### src/rtl/sipo_pkg.sv
// Shared types and helpers for the serial-in parallel-out deserializer.
// Holds the FSM state encoding and the counter-width function.
package sipo_pkg;

    typedef enum logic {
        IDLE  = 1'b0,
        SHIFT = 1'b1
    } state_t;

    function automatic int clog2(input int v);
        int r;
        r = 0;
        for (int i = 0; i < 31; i++) begin
            if ((1 << i) < v) begin
                r = i + 1;
            end
        end
        return r;
    endfunction

endpackage

### src/rtl/sipo_deser_if.sv
// Output handshake bundle of the deserializer.
// Ports: dout (word), dout_valid (word pending), dout_ready (consumer accept).
interface sipo_deser_if #(
    parameter int WIDTH = 4
);
    logic [WIDTH-1:0] dout;
    logic             dout_valid;
    logic             dout_ready;

    modport master (
        output dout,
        output dout_valid,
        input  dout_ready
    );

    modport slave (
        input  dout,
        input  dout_valid,
        output dout_ready
    );
endinterface

### src/rtl/sipo_shreg.sv
// WIDTH-bit shift register with sample enable, sync clear and frame restart.
// Ports: clk, clr, en, first, din in; q (held word), shifted (word after this sample).
module sipo_shreg #(
    parameter int WIDTH     = 4,
    parameter bit MSB_FIRST = 1'b1
) (
    input  logic             clk,
    input  logic             clr,
    input  logic             en,
    input  logic             first,
    input  logic             din,
    output logic [WIDTH-1:0] q,
    output logic [WIDTH-1:0] shifted
);
    localparam logic [WIDTH-2:0] ZERO = '0;

    // "first" drops any partial bits so a restarted frame begins clean.
    always_comb begin
        shifted = q;
        if (MSB_FIRST) begin
            shifted = first ? {ZERO, din} : {q[WIDTH-2:0], din};
        end else begin
            shifted = first ? {din, ZERO} : {din, q[WIDTH-1:1]};
        end
    end

    always_ff @(posedge clk) begin
        if (clr) begin
            q <= '0;
        end else if (en) begin
            q <= shifted;
        end
    end
endmodule

### src/rtl/sipo_deser.sv
// Deserializer: rebuilds WIDTH-bit words from bit_en-qualified serial data.
// Ports: clk, rst, bit_en, frame_start, sdi, err_clr in; bus (dout handshake), busy, overrun, frame_err out.
module sipo_deser
    import sipo_pkg::*;
#(
    parameter int WIDTH     = 4,
    parameter bit MSB_FIRST = 1'b1
) (
    input  logic                clk,
    input  logic                rst,
    input  logic                bit_en,
    input  logic                frame_start,
    input  logic                sdi,
    sipo_deser_if.master        bus,
    output logic                busy,
    output logic                overrun,
    output logic                frame_err,
    input  logic                err_clr
);
    localparam int CW = clog2(WIDTH) + 1;
    localparam logic [CW-1:0] LAST = CW'(WIDTH - 1);

    state_t           state;
    logic [CW-1:0]    cnt;
    logic [WIDTH-1:0] word;
    logic [WIDTH-1:0] shifted;
    logic             sample;
    logic             complete;

    assign sample   = bit_en && (state == SHIFT || frame_start);
    assign complete = bit_en && state == SHIFT && !frame_start && cnt == LAST;
    assign busy     = (state == SHIFT);

    sipo_shreg #(
        .WIDTH     (WIDTH),
        .MSB_FIRST (MSB_FIRST)
    ) u_shreg (
        .clk     (clk),
        .clr     (rst),
        .en      (sample),
        .first   (frame_start),
        .din     (sdi),
        .q       (word),
        .shifted (shifted)
    );

    always_ff @(posedge clk) begin
        if (rst) begin
            state          <= IDLE;
            cnt            <= '0;
            bus.dout       <= '0;
            bus.dout_valid <= 1'b0;
            overrun        <= 1'b0;
            frame_err      <= 1'b0;
        end else begin
            // Clear first so a coincident error event below wins.
            if (err_clr) begin
                overrun   <= 1'b0;
                frame_err <= 1'b0;
            end

            if (bit_en) begin
                unique case (state)
                    IDLE: begin
                        if (frame_start) begin
                            state <= SHIFT;
                            cnt   <= CW'(1);
                        end
                    end
                    SHIFT: begin
                        if (frame_start) begin
                            frame_err <= 1'b1;
                            cnt       <= CW'(1);
                        end else if (cnt == LAST) begin
                            state <= IDLE;
                            cnt   <= '0;
                        end else begin
                            cnt <= cnt + CW'(1);
                        end
                    end
                    default: begin
                        state <= IDLE;
                        cnt   <= '0;
                    end
                endcase
            end

            // The just-finished word may replace one being accepted now.
            if (complete) begin
                if (!bus.dout_valid || bus.dout_ready) begin
                    bus.dout       <= shifted;
                    bus.dout_valid <= 1'b1;
                end else begin
                    overrun <= 1'b1;
                end
            end else if (bus.dout_valid && bus.dout_ready) begin
                bus.dout_valid <= 1'b0;
            end
        end
    end

    logic unused;
    assign unused = ^word;
endmodule

### src/flat_wrapper.sv
// flat-port wrapper written by rule: the top's interface ports become plain ports
module sipo_deser_flat import sipo_pkg::*;
#(
    parameter int WIDTH     = 4,
    parameter bit MSB_FIRST = 1'b1
)
  (clk, rst, bit_en, frame_start, sdi, busy, overrun, frame_err, err_clr, bus_dout, bus_dout_valid, bus_dout_ready);
  sipo_deser_if #(.WIDTH(WIDTH)) bus_i ();
  input  logic clk;
  input  logic rst;
  input  logic bit_en;
  input  logic frame_start;
  input  logic sdi;
  output logic busy;
  output logic overrun;
  output logic frame_err;
  input  logic err_clr;
  output wire logic [$bits(bus_i.dout)-1:0] bus_dout;
  output wire logic [$bits(bus_i.dout_valid)-1:0] bus_dout_valid;
  input wire logic [$bits(bus_i.dout_ready)-1:0] bus_dout_ready;
  assign bus_dout = bus_i.dout;
  assign bus_dout_valid = bus_i.dout_valid;
  assign bus_i.dout_ready = bus_dout_ready;
  sipo_deser #(.WIDTH(WIDTH), .MSB_FIRST(MSB_FIRST)) u_core (.clk(clk), .rst(rst), .bit_en(bit_en), .frame_start(frame_start), .sdi(sdi), .bus(bus_i), .busy(busy), .overrun(overrun), .frame_err(frame_err), .err_clr(err_clr));
endmodule
### config.mk
export PLATFORM = sky130hd
export DESIGN_NAME = sipo_deser_flat
export DESIGN_NICKNAME = d
export VERILOG_FILES = /design/src/rtl/sipo_pkg.sv /design/src/rtl/sipo_deser_if.sv /design/src/rtl/sipo_shreg.sv /design/src/rtl/sipo_deser.sv /design/src/flat_wrapper.sv
export SDC_FILE = /design/constraint.sdc
export NUM_CORES = 1
export LEC_CHECK = 0
export BUFFER_PORTS_ARGS = -buffer_cell sky130_fd_sc_hd__buf_2
export CORE_AREA = 2 2 39 41
export DETAILED_ROUTE_END_ITERATION = 8
export DIE_AREA = 0 0 41 43
export PLACE_DENSITY = 0.68
export SYNTH_ARGS = -nofsm -noshare
export SYNTH_HDL_FRONTEND = slang
export SYNTH_SLANG_ARGS = --single-unit
### constraint.sdc
create_clock -name clk -period 4.1 [get_ports clk]
set_clock_uncertainty 0.1 [all_clocks]
set_input_delay 0.82 -clock clk [delete_from_list [all_inputs] [get_ports clk]]
set_output_delay 0.82 -clock clk [all_outputs]
set_load 0.01 [all_outputs]
==> flow_summary.ini, run 1 <==
[sta]
hold_ws_ns = 0.357
fin_setup_tns_ns = 0
fin_crit_ns = 1.83
finalHoldViolations = 0
final.period_utilization_pct = 44.5
tightest_slew_ns = 0.394
slew_headroom_pct = 73.5
rsz0062_at_grt = no
setup_viol = 0
fmax_mhz = 548
maxSlewViolCount = 0

[floorplanning]
io_pins = 15
start_util_pct = 42.3
chipWidth_um = 41
die-area_sq_mm = 0.00176
core-area_sq_mm = 0.00138
rows = 14
die_height_um = 43

[hold_path]
min_from = u_core.bus.dout[2]
min_to = u_core.bus.dout[2]
hold_path_depth = 2
hold_class = flop to flop

[worst_setup_path]
path_buf_inv = 1
cp-start-kind = flop
r2r_end = u_core.bus.dout[0]
crit_required_ns = 3.18
worstPathArrival_ns = 0.91
cp-end-kind = output pin
worstReg2RegStart = u_core.cnt[0]
r2r_slack_ns = 2.69
critPathLaunch = u_core.busy
ff2ff_path_depth = 4
path_class = flop to output pin
path_cells = buf_2
critical_path.top_delay_family = flip-flops
path_max_fanout = 8
critical_path.max_stage_delay_ns = 0.45
slowest_stage = dfxtp_1

[yosys]
netlist_area_sq_um = 586
syn_avg_cell_area_sq_um = 9.44
yosysUniqueCellTypes = 22
synth_warnings = 0
mappedNetlistNets = 70
synth_seq_area_share_pct = 47.9
synth_seq_cells = 14
synthCells = 62

[routing]
drc = 0
post_drt_wl_per_cell_um = 11.3
wl_um = 1050
via_per_inst = 5.20
dr.first_iter.drc_count = 12
detail-route-antenna-nets = 0
num_vias = 484
firstDrtPassIters = 4

[cts]
clkTransAtPathRegs_ns = 0.08
cts-root-buf = clkbuf_4
cts_made_buffers = 3
clock-sinks = 14
hold_buffers = 0
cts_resized = 0
insertion_delay_ns = 0.27
cts_buffer_depth = 2
htree_levels = 1
post_cts_buffers = 0
cts_tree = yes

[cells_and_area]
multiInputGateArea_sq_um = 282
drive_gt1_share_pct = 24.7
area_growth_pct = 17.7
post-route-util_pct = 49.8
regArea_sq_um = 280
diodes = 0
num-fill-cells = 140
layout_common_cells = buf_2, dfxtp_1, nor2_1, nand2_1, mux2i_1
fin_nets = 87
fin_area_sq_um = 689

[placement]
port-buffer-count = 14
placed_area_sq_um = 667
place_congestion = 0.758
dp_hpwl_um = 772

[outcome]
status = finished, final reports clean

[global_routing]
grt_pass1_vias = 424
grt_max_degree = 11
use_met2_pct = 19.1
antenna_found_initial = 0
grt_first_pass_wirelength_um = 1710
busiest_layer = met1
grt.overflow.total = 0
gr-usage-met3_pct = 3.14
met1_usage_pct = 19.5
grt_use_total_pct = 14.6

[power]
max-vdd-ir-drop_mv = 0.214
power.density_mw_per_mm2 = 340
total_leakage_power_nw = 0.303
power.total_w = 0.000234

[run]
maxCapViolCount = 0
[flip-flops by register name, summed over array words and instances (netlist names)]
signal and flops:
u_core.overrun 1, u_core.frame_err 1, u_core.busy 1, u_core.cnt 3
u_core.bus.dout_valid 1, u_core.u_shreg.q 3, u_core.bus.dout 4
[metrics by stage]
step	std cells	setup slack, ns
floorplan	62	2.35
global route	93	2.21
CTS	93	2.26
finish	93	2.27
detailed placement	90	2.24
global placement	90	2.27
[per-layer routing]
metal	up-vias	wire length, um
met5	-	0
met4	0	38
met3	4	27
met2	11	468
met1	217	519
li1	252	-
[synth_stat cells]
cell type / number / share of area (%)
nor4_4: 1 / 3.6
inv_1: 3 / 1.9
a31oi_1: 1 / 1.1
mux2i_1: 5 / 8.5
nor2_1: 7 / 4.5
nand2_1: 7 / 4.5
o211a_1: 1 / 1.7
nand3b_1: 3 / 3.8
nand2b_1: 1 / 1.1
and3b_1: 1 / 1.5
ha_1: 1 / 2.1
dfxtp_1: 14 / 48
nand3_1: 1 / 0.85
a21oi_1: 3 / 2.6
a22oi_1: 2 / 2.6
nor2b_1: 2 / 2.1
o31ai_1: 1 / 1.3
clkbuf_1: 1 / 0.64
inv_2: 1 / 0.64
a32oi_1: 3 / 4.5
o21ai_1: 2 / 1.7
buf_2: 1 / 0.85
[where the power goes]
| part | internal, W | switching [W] | leakage [nW] | total (W) |
|---|---|---|---|---|
| combinational | 0.00000687 | 0.0000109 | 0.175 | 0.0000178 |
| sequential | 0.000138 | 0.00000271 | 0.113 | 0.000141 |
| clock | 0.0000341 | 0.0000415 | 0.0138 | 0.0000755 |
| total | 0.000179 | 0.0000551 | 0.303 | 0.000234 |
[worst max path at each step]
stage | to | slack [ns] | cells after the start
detailed placement | u_core.bus.dout[1] | 2.24 | 4
global placement | u_core.bus.dout[0] | 2.27 | 4
global route | busy | 2.21 | 1
floorplan | u_core.bus.dout[0] | 2.35 | 3
CTS | busy | 2.26 | 1
finish | busy | 2.27 | 1
[cell type report]
class                      instances  area share [%]
timing repair buffer              14            10.2
inverter                           4            2.18
tap                               16            2.90
multi-input combinational         42            40.8
sequential                        14            40.7
clock buffer                       3            3.27
[logic make-up (layout without fill, tap and decap cells)]
group	Yosys count	in the layout	share of synthesized area, %
muxes	5	5	8.55
buffers and inverters	6	21	4.06
adders and majority gates	1	1	2.14
DFF	14	14	47.9
AOI/OAI and AO/OA	13	13	15.4
and+or+nand+nor	23	23	22.0
No activity file was read; power rests on OpenSTA's default activity.
==> run 2: changes to the inputs <==
==> constraint.sdc (replaced) <==
create_clock -name clk -period 1.7 [get_ports clk]
set_clock_uncertainty 0.1 [all_clocks]
set_input_delay 0.34 -clock clk [delete_from_list [all_inputs] [get_ports clk]]
set_output_delay 0.34 -clock clk [all_outputs]
set_load 0.01 [all_outputs]
==> run 2 against run 1 <==
Against the previous run:
- clock-buffer cell count grew 1
- hold slack lost 0.15 ns
- register-to-register slack worse by 2.4 ns
- final area increased by 2.0%
- final cell count up 1.1%
- global-route usage grew 1.3 points
- power rose to 2.7 times the previous value
- combinational power increased by 140%
- via count is 0.62% higher
- wire length is 5.0% higher
- largest cell class unchanged
- first-iteration DRC count decreased by 50%
- highest routed layer unchanged
- utilization increased by 0.99 points
==> flow_summary.ini, run 2 (synthesis gave the netlist of run 1 again) <==
[global_routing]
grt_max_degree = 11
grt.overflow.total = 0
grt_first_pass_wirelength_um = 1840
grt_pass1_vias = 434
grt_use_total_pct = 15.9
antenna_found_initial = 0

[cells_and_area]
multiInputGateArea_sq_um = 282
reg.largest.list = u_core.bus.dout: 4 flops, u_core.cnt: 3 flops, u_core.u_shreg.q: 3 flops
post-route-util_pct = 50.8
fin_area_sq_um = 703
regArea_sq_um = 280
largest-register = u_core.bus.dout
layout_common_cells = buf_2, dfxtp_1, nor2_1, nand2_1, mux2i_1
largest_reg_flops = 4
diodes = 0
num-fill-cells = 131
final_cells = 94
fin_nets = 87
drive_gt1_share_pct = 25.6
area_growth_pct = 20.1

[sta]
fin_crit_ns = 1.42
tightest_slew_ns = 0.395
maxSlewViolCount = 0
fin_setup_tns_ns = 0
finalHoldViolations = 0
fmax_mhz = 705
final.period_utilization_pct = 83.4
fin_ws_ns = 0.282
setup_viol = 0
rsz0062_at_grt = no
slew_headroom_pct = 73.5

[routing]
drc = 0
via_per_inst = 5.18
post_drt_wl_per_cell_um = 11.8
detail-route-antenna-nets = 0
dr.first_iter.drc_count = 6
wl_um = 1110
firstDrtPassIters = 4
num_vias = 487

[worst_setup_path]
path_max_fanout = 4
cp-start-kind = flop
path_class = flop to flop
worstPathArrival_ns = 1.54
r2r_end = u_core.bus.dout[2]
ff2ff_path_depth = 4
worstReg2RegStart = u_core.cnt[0]
cp-end-kind = flop
crit_required_ns = 1.82
r2r_slack_ns = 0.28

[run]
maxCapViolCount = 0

[placement]
placed_area_sq_um = 667
place_congestion = 0.733
dp.cells = 90
port-buffer-count = 14
preCtsSetupSlack_ns = 0.287
dp_hpwl_um = 827

[power]
total_leakage_power_nw = 0.310
max-vdd-ir-drop_mv = 0.396
power.density_mw_per_mm2 = 886

[floorplanning]
rows = 14
die_height_um = 43
io_pins = 15
die-area_sq_mm = 0.00176
start_util_pct = 42.3
core-area_sq_mm = 0.00138
chipWidth_um = 41

[cts]
cts_tree = yes
cts_buffer_depth = 2
hold_buffers = 0
clock-sinks = 14
post_cts_buffers = 0
htree_levels = 1
insertion_delay_ns = 0.28
cts_resized = 0
cts-root-buf = clkbuf_4
cts_made_buffers = 3
clkTransAtPathRegs_ns = 0.08

[hold_path]
hold_path_depth = 3
min_from = sdi
hold_class = input port to flop
min_to = u_core.u_shreg.q[0]

[outcome]
status = finished, final reports clean
## run 2: metrics by stage
step                      power, W  hold slack [ns]
after floorplan           0.000375            0.338
after global placement    0.000391            0.344
after detailed placement  0.000390            0.355
after CTS                 0.000630            0.208
after global routing      0.000651            0.214
final                     0.000623            0.211
## run 2: where the power goes
part | internal (W) | total (W) | switching [W]
Clock | 0.000131 | 0.000240 | 0.000110
Sequential | 0.000334 | 0.000340 | 0.00000611
Combinational | 0.0000166 | 0.0000428 | 0.0000262
Total | 0.000481 | 0.000623 | 0.000142
## run 2: cell type report
class                      instances  area share [%]
clock buffer                       4            5.16
multi-input combinational         42            40.0
tap                               16            2.85
inverter                           4            2.14
timing repair buffer              14            9.96
sequential                        14            39.9
## run 2: worst max path at each step
| stage | start | endpoint |
|---|---|---|
| after global placement | bit_en | u_core.bus.dout[0] |
| after CTS | u_core.cnt[0] | u_core.bus.dout[2] |
| after detailed placement | u_core.cnt[0] | u_core.bus.dout[2] |
| after global routing | u_core.cnt[1] | u_core.bus.dout[3] |
| final | u_core.cnt[0] | u_core.bus.dout[2] |
| after floorplan | u_core.busy | u_core.bus.dout[0] |
## run 2: critical path, stage by stage (launching register included)
cell,delay [ns]
dfxtp_1,0.36
ha_1,0.19
nand2b_1,0.15
nor4_4,0.32
mux2i_1,0.23
## run 2: routing by layer
layer / vias to the layer above / routed length [um] / track usage (%) / share of wire (%)
met5: - / 0 / 0 / 0
met4: 0 / 44 / 14.0 / 4.0
met3: 4 / 28 / 3.14 / 2.5
met2: 7 / 515 / 21.3 / 47
met1: 227 / 516 / 20.4 / 47
li1: 249 / - / - / -
==> run 3: changes to the inputs <==
==> constraint.sdc (replaced) <==
create_clock -name clk -period 1.4 [get_ports clk]
set_clock_uncertainty 0.1 [all_clocks]
set_input_delay 0.28 -clock clk [delete_from_list [all_inputs] [get_ports clk]]
set_output_delay 0.28 -clock clk [all_outputs]
set_load 0.01 [all_outputs]
==> run 3 against run 2 <==
Against the previous run:
- power rose by 10%
- wire length fell by 2.7%
- critical path depth rose by 1
- setup slack got worse by 0.19 ns
- sequential cell count did not move
- non-clock buffer count rose by 3
- largest power group unchanged
- highest routed layer unchanged
==> flow_summary.ini, run 3 (synthesis gave the netlist of run 1 again) <==
[outcome]
status = finished, final reports clean

[hold_path]
hold_class = input port to flop
min_to = u_core.u_shreg.q[0]
hold_path_depth = 3
min_from = sdi

[cells_and_area]
reg.largest.list = u_core.bus.dout: 4 flops, u_core.cnt: 3 flops, u_core.u_shreg.q: 3 flops
largest_reg_flops = 4
diodes = 0
fin_nets = 90
final_cells = 96
multiInputGateArea_sq_um = 302
fin_area_sq_um = 734
area_growth_pct = 25.4
largest-register = u_core.bus.dout
mostFrequentLayoutCell = buf_2
num-fill-cells = 142
drive_gt1_share_pct = 32.5
regArea_sq_um = 283
layout_common_cells = buf_2, dfxtp_1, nor2_1, nand2_1, mux2i_1

[sta]
maxSlewViolCount = 0
tightest_slew_ns = 0.370
fin_crit_ns = 1.30
fmax_mhz = 767
setup_viol = 0
finalHoldViolations = 0
rsz0062_at_grt = no
final.period_utilization_pct = 93.2
slew_headroom_pct = 75.3
fin_setup_tns_ns = 0

[floorplanning]
start_util_pct = 42.3
die_height_um = 43
core-area_sq_mm = 0.00138
chipWidth_um = 41
rows = 14
io_pins = 15
die-area_sq_mm = 0.00176

[cts]
insertion_delay_ns = 0.27
hold_buffers = 0
cts-root-buf = clkbuf_4
cts_made_buffers = 3
clock-sinks = 14
cts_tree = yes
clkTransAtPathRegs_ns = 0.08
htree_levels = 1
cts_buffer_depth = 2

[worst_setup_path]
r2r_slack_ns = 0.1
path_class = flop to flop
worstReg2RegStart = u_core.cnt[0]
crit_required_ns = 1.50
worstPathArrival_ns = 1.40
r2r_end = u_core.bus.dout[1]
path_max_fanout = 4
cp-start-kind = flop
cp-end-kind = flop
ff2ff_path_depth = 5

[global_routing]
grt_first_pass_wirelength_um = 1790
grt_pass1_vias = 438
grt.overflow.total = 0
grt_use_total_pct = 14.6
grt_max_degree = 11
antenna_found_initial = 0

[power]
power.total_w = 0.000687
total_leakage_power_nw = 0.317
max-vdd-ir-drop_mv = 0.519
power.density_mw_per_mm2 = 935

[routing]
drc = 0
num_vias = 491
detail-route-antenna-nets = 0
firstDrtPassIters = 4
wl_um = 1080
post_drt_wl_per_cell_um = 11.2
via_per_inst = 5.11
dr.first_iter.drc_count = 10

[placement]
dp.cells = 92
dp_hpwl_um = 829
port-buffer-count = 14
placed_area_sq_um = 682
place_congestion = 0.757

[run]
maxCapViolCount = 0
[run 3: worst max path at each step]
stage / start / to / cells past startpoint
6_report: u_core.cnt[0] / u_core.bus.dout[1] / 5
5_1_grt: u_core.cnt[0] / u_core.bus.dout[0] / 5
4_1_cts: u_core.cnt[0] / u_core.bus.dout[1] / 4
3_5_place_dp: u_core.cnt[0] / u_core.bus.dout[1] / 4
3_3_place_gp: u_core.cnt[0] / u_core.bus.dout[1] / 4
2_1_floorplan: u_core.busy / u_core.bus.dout[0] / 3
[run 3: area by class of cell]
| type | instances | share of cell area, % |
|---|---|---|
| multi-input cells | 42 | 41.1 |
| well taps | 16 | 2.73 |
| inverters | 4 | 2.04 |
| clock buffers | 3 | 3.07 |
| flip-flops and latches | 14 | 38.5 |
| repair buffers | 17 | 12.6 |
[run 3: power breakdown]
group | switching (W) | internal [W]
Combinational | 0.0000343 | 0.0000234
Sequential | 0.00000717 | 0.000406
Clock | 0.000116 | 0.0000993
[run 3: stage by stage]
step / hold slack, ns / worst slack [ns] / utilization, %
2_1_floorplan: 0.320 / 0.0881 / -
3_3_place_gp: 0.348 / 0.0756 / 49.3
3_5_place_dp: 0.350 / 0.0374 / 49.3
4_1_cts: 0.163 / 0.0159 / 50.9
5_1_grt: 0.184 / 0.00933 / 53.1
6_report: 0.168 / 0.0959 / 53.1
[run 3: layer usage]
metal  part of all wire, %  track usage [%]  up-vias
met1                    49             20.2      221
met3                   3.7             3.14        2
met4                   1.9             6.00        0
met2                    45             21.3       13
met5                     0                0        -
li1                      -                -      255
[run 3: worst max-delay path, stage by stage, from the launching register on]
cell and delay [ns]:
dfxtp_2 0.37, ha_4 0.16, nand2b_4 0.06, nor4_4 0.19, buf_4 0.18, mux2i_1 0.18
[run 3: what timing repair did]
action                     in CTS  in global routing
gates resized for setup         0                  5
setup buffers                   0                  1
setup endpoints to repair       0                  4
